`src/rtl/run_network_multi.sv`:
```
`default_nettype none
// +--------------------------------------------------------------------------+
// | run_network_multi                                                        |
// | Multi-class binary-pixel classifier; optional RUN_NETWORK_EARLY_EXIT_EN. |
// | Revision: 1.0 - initial release                                          |
// +--------------------------------------------------------------------------+
module run_network_multi #(
  parameter int WIDTH   = 8,
  parameter int HEIGHT  = 7,
  parameter int CLASSES = 3,
  parameter int PASSES  = 4,
  parameter int unsigned MARGIN = 400,
  parameter logic [CLASSES*HEIGHT*(WIDTH+1)-1:0] WEIGHTS =
    {(CLASSES*HEIGHT){(WIDTH+1)'(60)}},
  localparam int BW    = $clog2(HEIGHT*PASSES*2**WIDTH) + 1,
  localparam int c_cw  = $clog2(CLASSES),
  localparam int c_itw = $clog2(HEIGHT*PASSES+1)
) (
  input  logic                 clk,
  input  logic                 rst,
  input  logic                 start,
  input  logic [HEIGHT-1:0]    pixels,
  output logic                 busy,
  output logic                 done,
  output logic                 known,
  output logic [c_cw-1:0]      class_idx,
  output logic signed [BW-1:0] balance_out,
  output logic [c_itw-1:0]     iters_out
);

  localparam int c_pw  = (HEIGHT > 1) ? $clog2(HEIGHT) : 1;
  localparam int c_ppw = (PASSES > 1) ? $clog2(PASSES) : 1;

  localparam logic [1:0] S_IDLE   = 2'd0;
  localparam logic [1:0] S_RUN    = 2'd1;
  localparam logic [1:0] S_DECIDE = 2'd2;

  logic [1:0]           r_state;
  logic [HEIGHT-1:0]    r_pix;
  logic [c_pw-1:0]      r_idx;
  logic [c_ppw-1:0]     r_pass;
  logic [c_itw-1:0]     r_iters;
  logic signed [BW-1:0] r_bal      [CLASSES];
  logic signed [BW-1:0] w_next_bal [CLASSES];

  logic                 w_wrap;
  logic                 w_last;
  logic                 w_exit;
  logic signed [BW-1:0] w_max;
  logic [c_cw-1:0]      w_max_idx;
  logic                 w_tie;

  assign busy   = (r_state == S_RUN) || (r_state == S_DECIDE);
  assign w_wrap = (r_idx == c_pw'(HEIGHT-1));
  assign w_last = w_wrap && (r_pass == c_ppw'(PASSES-1));

  generate
    for (genvar c = 0; c < CLASSES; c++) begin : g_class
      logic signed [WIDTH:0] w_wt;
      assign w_wt = WEIGHTS[(c*HEIGHT + int'(r_idx))*(WIDTH+1) +: (WIDTH+1)];
      assign w_next_bal[c] = r_pix[r_idx] ? (r_bal[c] + BW'(w_wt))
                                          : (r_bal[c] - BW'(w_wt));
    end
  endgenerate

  // Lowest index wins; a later equal value only marks a tie with the current max.
  always_comb begin
    w_max     = r_bal[0];
    w_max_idx = '0;
    w_tie     = 1'b0;
    for (int c = 1; c < CLASSES; c++) begin
      if (r_bal[c] > w_max) begin
        w_max     = r_bal[c];
        w_max_idx = c_cw'(c);
        w_tie     = 1'b0;
      end else if (r_bal[c] == w_max) begin
        w_tie = 1'b1;
      end
    end
  end

`ifdef RUN_NETWORK_EARLY_EXIT_EN
  logic signed [BW-1:0] w_top1;
  logic signed [BW-1:0] w_top2;
  logic [BW:0]          w_lead;

  // Lead is judged on the balances that include the wrapping accumulation.
  always_comb begin
    w_top1 = w_next_bal[0];
    w_top2 = {1'b1, {(BW-1){1'b0}}};
    for (int c = 1; c < CLASSES; c++) begin
      if (w_next_bal[c] > w_top1) begin
        w_top2 = w_top1;
        w_top1 = w_next_bal[c];
      end else if (w_next_bal[c] > w_top2) begin
        w_top2 = w_next_bal[c];
      end
    end
  end

  assign w_lead = {w_top1[BW-1], w_top1} - {w_top2[BW-1], w_top2};
  assign w_exit = w_wrap && (32'(w_lead) >= MARGIN);
`else
  logic w_unused_margin;
  assign w_unused_margin = ^MARGIN;
  assign w_exit = 1'b0;
`endif

  always_ff @(posedge clk) begin
    if (!rst) begin
      r_state     <= S_IDLE;
      r_pix       <= '0;
      r_idx       <= '0;
      r_pass      <= '0;
      r_iters     <= '0;
      done        <= 1'b0;
      known       <= 1'b0;
      class_idx   <= '0;
      balance_out <= '0;
      iters_out   <= '0;
      for (int c = 0; c < CLASSES; c++) r_bal[c] <= '0;
    end else begin
      done <= 1'b0;
      case (r_state)
        S_IDLE: begin
          if (start) begin
            r_pix   <= pixels;
            r_idx   <= '0;
            r_pass  <= '0;
            r_iters <= '0;
            for (int c = 0; c < CLASSES; c++) r_bal[c] <= '0;
            r_state <= S_RUN;
          end
        end
        S_RUN: begin
          for (int c = 0; c < CLASSES; c++) r_bal[c] <= w_next_bal[c];
          r_iters <= r_iters + c_itw'(1);
          if (w_wrap) begin
            r_idx  <= '0;
            r_pass <= r_pass + c_ppw'(1);
          end else begin
            r_idx  <= r_idx + c_pw'(1);
          end
          if (w_last || w_exit) r_state <= S_DECIDE;
        end
        S_DECIDE: begin
          class_idx   <= w_max_idx;
          balance_out <= w_max;
          known       <= !w_tie;
          iters_out   <= r_iters;
          done        <= 1'b1;
          r_state     <= S_IDLE;
        end
        default: r_state <= S_IDLE;
      endcase
    end
  end

endmodule
`default_nettype wire

```
`config.mk`:
```
export PLATFORM = sky130hd
export DESIGN_NAME = run_network_multi
export DESIGN_NICKNAME = d
export VERILOG_FILES = /design/src/rtl/run_network_multi.sv
export SDC_FILE = /design/constraint.sdc
export NUM_CORES = 1
export LEC_CHECK = 0
export BUFFER_PORTS_ARGS = -buffer_cell sky130_fd_sc_hd__buf_2
export CORE_ASPECT_RATIO = 1.1
export CORE_MARGIN = 10
export CORE_UTILIZATION = 36
export DETAILED_ROUTE_END_ITERATION = 8
export GPL_ROUTABILITY_DRIVEN = 1
export PLACE_DENSITY = 0.62
export SLEW_MARGIN = 10
export SYNTH_ARGS = -nofsm -noshare
export SYNTH_HDL_FRONTEND = slang
export SYNTH_SLANG_ARGS = --single-unit
```
`constraint.sdc`:
```
create_clock -name clk -period 9.8 [get_ports clk]
set_input_delay 1.47 -clock clk [delete_from_list [all_inputs] [get_ports clk]]
set_output_delay 1.47 -clock clk [all_outputs]
set_load 0.01 [all_outputs]
```
# [After elaboration in Yosys (flattened, before gate mapping)]
# Memories as Yosys holds them, arrays and structs flattened.
# Cells that the tools add are included.
[word_totals] register_bits=42 mem_count=1 word_cells=94 inputBits=10 ramBits=42
[op_classes] muxes=39 reduce_logical=9 n_addsub=11 n_bitwise=6 shifts=3 magnitude_cmp=3 n_eq_ne=9 mul=3
[mem_list] name="r_bal" depth=3 word_bits=14 rd=3 rd_clocked_by_memory_dff=0 write_ports=3 line_no="43" text="logic signed [BW-1:0] r_bal [CLASSES];"
[op_table] op="189-bit by 10-bit variable part select with 9-bit output (first input constant)" count=1
[op_table] op="189-bit by 8-bit variable part select with 9-bit output (first input constant)" count=1
[op_table] op="189-bit by 9-bit variable part select with 9-bit output (first input constant)" count=1
[op_table] op="14-bit two-way mux" count=11
[op_table] op="14-bit by 9-bit adder with 14-bit output" count=3
[op_table] op="14-bit by 9-bit subtractor with 14-bit output" count=3
[op_table] op="14-bit equality test" count=2
[op_table] op="14-bit > comparator" count=2
[op_table] op="1-bit two-way mux" count=15
[op_table] op="2-bit two-way mux" count=5
[op_table] op="5-bit one-hot mux with 2 select lines" count=1
[op_table] op="5-bit by 4-bit multiplier with 9-bit output (second input constant)" count=1
[op_table] op="4-bit by 4-bit multiplier with 8-bit output (second input constant)" count=1
[op_table] op="2-bit one-hot mux with 2 select lines" count=2
[op_table] op="3-bit by 4-bit multiplier with 7-bit output (second input constant)" count=1
[op_table] op="3-bit two-way mux" count=2
[op_table] op="2-bit != test (second input constant)" count=3
[op_table] op="1-bit OR" count=6
[op_table] op="3-bit one-hot mux with 2 select lines" count=1
[op_table] op="2-bit AND reduction" count=3
[op_table] op="4-bit by 3-bit adder with 5-bit output (first input constant)" count=1
[op_table] op="5-bit by 1-bit adder with 5-bit output (second input constant)" count=1
[op_table] op="5-bit two-way mux" count=1
[op_table] op="3-bit by 3-bit adder with 4-bit output (first input constant)" count=1
[op_table] op="other kinds (13)" count=14

# [Depth between registers and ports, before layout]
# An unclocked memory read counts as a cell.
[logic_depth] depth_word=7 ltp_mapped=19 depth_no_buf=16

# [Least setup slack after synthesis]
# Ideal clock, no wire load.
[synth_path] path_type="register to register" from="memory r_bal[0][21] (netlist bit)" to="register balance_out[11]" path_slack_ns=5.484 n_path_buf=2 t_required_ns=9.717 stages_incl_launch_ff=17 t_arrival_ns=4.233 period_less_slack_ns=4.316 path_cell_list="edfxtp_1 ha_1 a21o_1 a221o_1 a221o_1 nor2_4 mux2_4 buf_6 mux2i_1 ha_1 a21o_1 a2111oi_0 a221o_1 a31o_2 clkbuf_1 nand2_1 o221ai_1"
[synth_lines] element="from (decl)" line_no="43"
[synth_lines] element="to (signal assigned)" line_no="148" text="balance_out <= w_max;"
[synth_lines] element="to (decl)" line_no="27" text="output logic signed [BW-1:0] balance_out,"

==> impl_results.md <==
- WS Path Type: register to register
- Remaining global-route overflow: 0
- I/O pins: 34
- CP arrival: 5.10 ns
- Outcome: complete, no violations
- Setup_tns: 0 ns
- Root buf cell: clkbuf_16
- Clk pin slew, worst setup/hold paths: about 0.060 ns
- Antenna cells: 0
- Worst Hold Class: register to register
- Routed wire length: approximately 13 mm
- Post-synthesis async set-or-reset flop share: 0
- Routed wire per std cell: between 15 and 20 um
- P_leak: 0.00240 uW
- Layout cells sized above 1: 0.0965
- Max Cap Violations: 0
- Final worst path period share: 0.494
- Die area: 0.0198 mm2
- Max Freq: between 200 and 250 MHz
- Placed Area: roughly 0.0056 mm2
- Drt first pass iters: 4
- Synth-to-Final Area Change: 12.2%
- CTS H-tree depth: 3
- Max Slew Vio Count: 0
- Power Total: approximately 1200 uW
- Maximum vdd drop: approximately 0.00010 V
- Post-CTS setup repair buffer count: 0
- Fillers: about 1400
- Vias per cell: 5.43
- Starting Density: 0.366
- #FFs+latches synth: 76
- Number of global-route vias before repair: approximately 4200
- Total track usage: 0.131
- Cells after Synth: approximately 570
- CP Capture Type: register
- Clock buffer depth: 2
- Flop2flop setup slack: slightly below 5 ns
- Post-CTS resize count: 0
- Synth unique cells: between 50 and 60
- Cell area after layout: between 0.005 and 0.006 mm2
- Final HPWL DP: ~9.5 mm
- Antenna violations before repair: 0
- Critical R2R Launch: r_bal[0][27]
- Hold_buf cts: 0
- Worst reg-to-reg path cell count: 14
- Via Count: between 4000 and 5000
- Min Tclk post-route: 4.85 ns
- YS warnings: 0
- Fin nets: 669
- Placed Cells: slightly below 800
- Ys flop type: dfxtp_1
- Sequential fraction of the synthesis area: 0.359
- Setup Skew: 0.00456 ns
- Initial DRC count: ~380
- Chip Height: 147 um
- CP required: between 10 and 15 ns
- RSZ-0062 raised after global routing: false
- Residual DRC: 0
- Global-route wire length before repair: about 21 mm
- Commonest non-fill, non-tap cell in the layout: ha_1
- Clk_lat worst skew: around 0.35 ns
- Final setup fails: 0
- Endpoints failing hold: 0
- FP Rows: 46
- Worst setup path startpoint: r_bal[0][27]
- Clock net sink count: 76
- RD Place Congestion: about 0.87
- Slew HR: 0.324
- Critical path startpoint category: register
- Placeable Area: 0.0143 mm2
- R2r endpoint: balance_out[3]
- CP endpoint: balance_out[3]
- Pwr/cell area: 198 mW/mm2
- Mean Syn Cell Area: between 9 and 10 um2
- Most frequent cells in the layout: ha_1, nor2_1, o21ai_0
- Number of synthesized flops with an enable pin: 36
- Post-route ant nets: 0
- I/O Buffers: 31
- CTS tree: built
- CP Max Fanout: 20
- TritonCTS buffer count: 9
- Synthesized cell area: approximately 0.0052 mm2
- Worst-Margin Slew: just over 1 ns
- Pin count of the biggest net entering global routing: 47
- Die width: roughly 140 um
- Non-Filler Instances: just under 800
[sequential cells by signal, summed over array words and instances, names as in the netlist]
name / cells
done: 1
r_idx: 3
r_pix: 7
r_bal: 36
r_iters: 5
iters_out: 5
r_pass: 2
class_idx: 2
known: 1
balance_out: 12
r_state: 2
[stage by stage]
stage               setup slack [ns]   util  hold slack (ns)
floorplan                       5.48      -            0.440
global placement                5.25  0.388            0.456
detailed placement              5.03  0.388            0.463
CTS                             5.00  0.410            0.472
global route                    4.45  0.410            0.486
finish                          4.95  0.410            0.465
[synth_stat cells, types with 3 or more instances]
cell,n,area [um2]
xnor2_1,9,78.8
nand2_1,34,128
nand4_1,8,50.1
a221oi_1,3,26.3
ha_1,60,751
nor3_1,18,90.1
o21a_1,9,67.6
o211ai_1,11,82.6
buf_1,3,11.3
dfxtp_1,40,801
nor2b_1,18,113
o21ai_0,43,215
and2_1,4,25.0
a221o_1,3,30.0
nand2b_1,4,25.0
inv_1,29,109
a211o_1,7,61.3
fa_1,3,60.1
a31oi_1,5,31.3
o221ai_1,6,52.6
mux2i_1,18,180
nor2_1,59,221
xor2_1,16,140
a21oi_1,31,155
a21boi_0,11,82.6
a211oi_1,6,45.0
a21o_1,7,52.6
nand3b_1,8,60.1
edfxtp_1,36,1080
nand3_1,16,80.1
clkbuf_1,18,67.6
nor3b_1,4,30.0
nor4_1,3,18.8
[kinds of logic (layout without fill, tap and decap cells)]
group | count (synthesis) | after routing | share of synthesized area
compound gates | 151 | 151 | 0.188
xor+xnor | 25 | 25 | 0.0418
fa+ha+maj | 63 | 63 | 0.155
buf+inv | 53 | 79 | 0.0408
flops | 76 | 76 | 0.359
mux | 20 | 20 | 0.0415
other cells | 1 | 2 | 0.000715
simple gates | 185 | 185 | 0.174
[how the worst min path moves through the flow]
stage / start / to / slack [ns] / depth (start not counted)
after floorplan: r_pix[2] / r_pix[2] / 0.44 / 2
after global placement: r_pix[3] / r_pix[3] / 0.46 / 2
after detailed placement: r_pass[1] / r_pass[1] / 0.46 / 2
after CTS: r_pass[1] / r_pass[1] / 0.47 / 2
after global routing: r_pix[4] / r_pix[4] / 0.49 / 2
final: r_pass[1] / r_pass[1] / 0.47 / 2
[per-layer routing]
metal	wire, um	vias up	global-route usage
met4	182	0	0.0458
li1	-	2144	-
met1	5790	2070	0.163
met2	6120	82	0.219
met3	593	13	0.0285
met5	0	-	0
[where the power goes]
group          internal (uW)  leakage [uW]  switching, uW
sequential               362      0.000724           25.4
combinational            169       0.00152            255
clock                    211      0.000157            140
[cell type report]
| cell class | instances | area [um2] | share of cell area |
|---|---|---|---|
| repair buffers | 34 | 178 | 0.0302 |
| clock buffers | 13 | 293 | 0.0498 |
| multi-input cells | 446 | 3150 | 0.536 |
| well taps | 192 | 240 | 0.0409 |
| clock inverters | 3 | 23.8 | 0.00404 |
| flip-flops and latches | 76 | 1880 | 0.320 |
| inverters | 29 | 109 | 0.0185 |
[worst max-delay path, cell delays in order, from the launching register on]
cell	delay, ns
edfxtp_1	0.44
ha_1	0.57
and4_1	0.33
nand4_2	0.18
a211oi_4	0.33
nor2_4	0.10
mux2_4	0.40
mux2i_1	0.24
ha_1	0.29
a21o_1	0.18
a2111oi_0	0.55
a221o_1	0.24
a31o_2	0.34
nand2_1	0.29
o221ai_1	0.27
No activity file was read; power rests on OpenSTA's default activity.
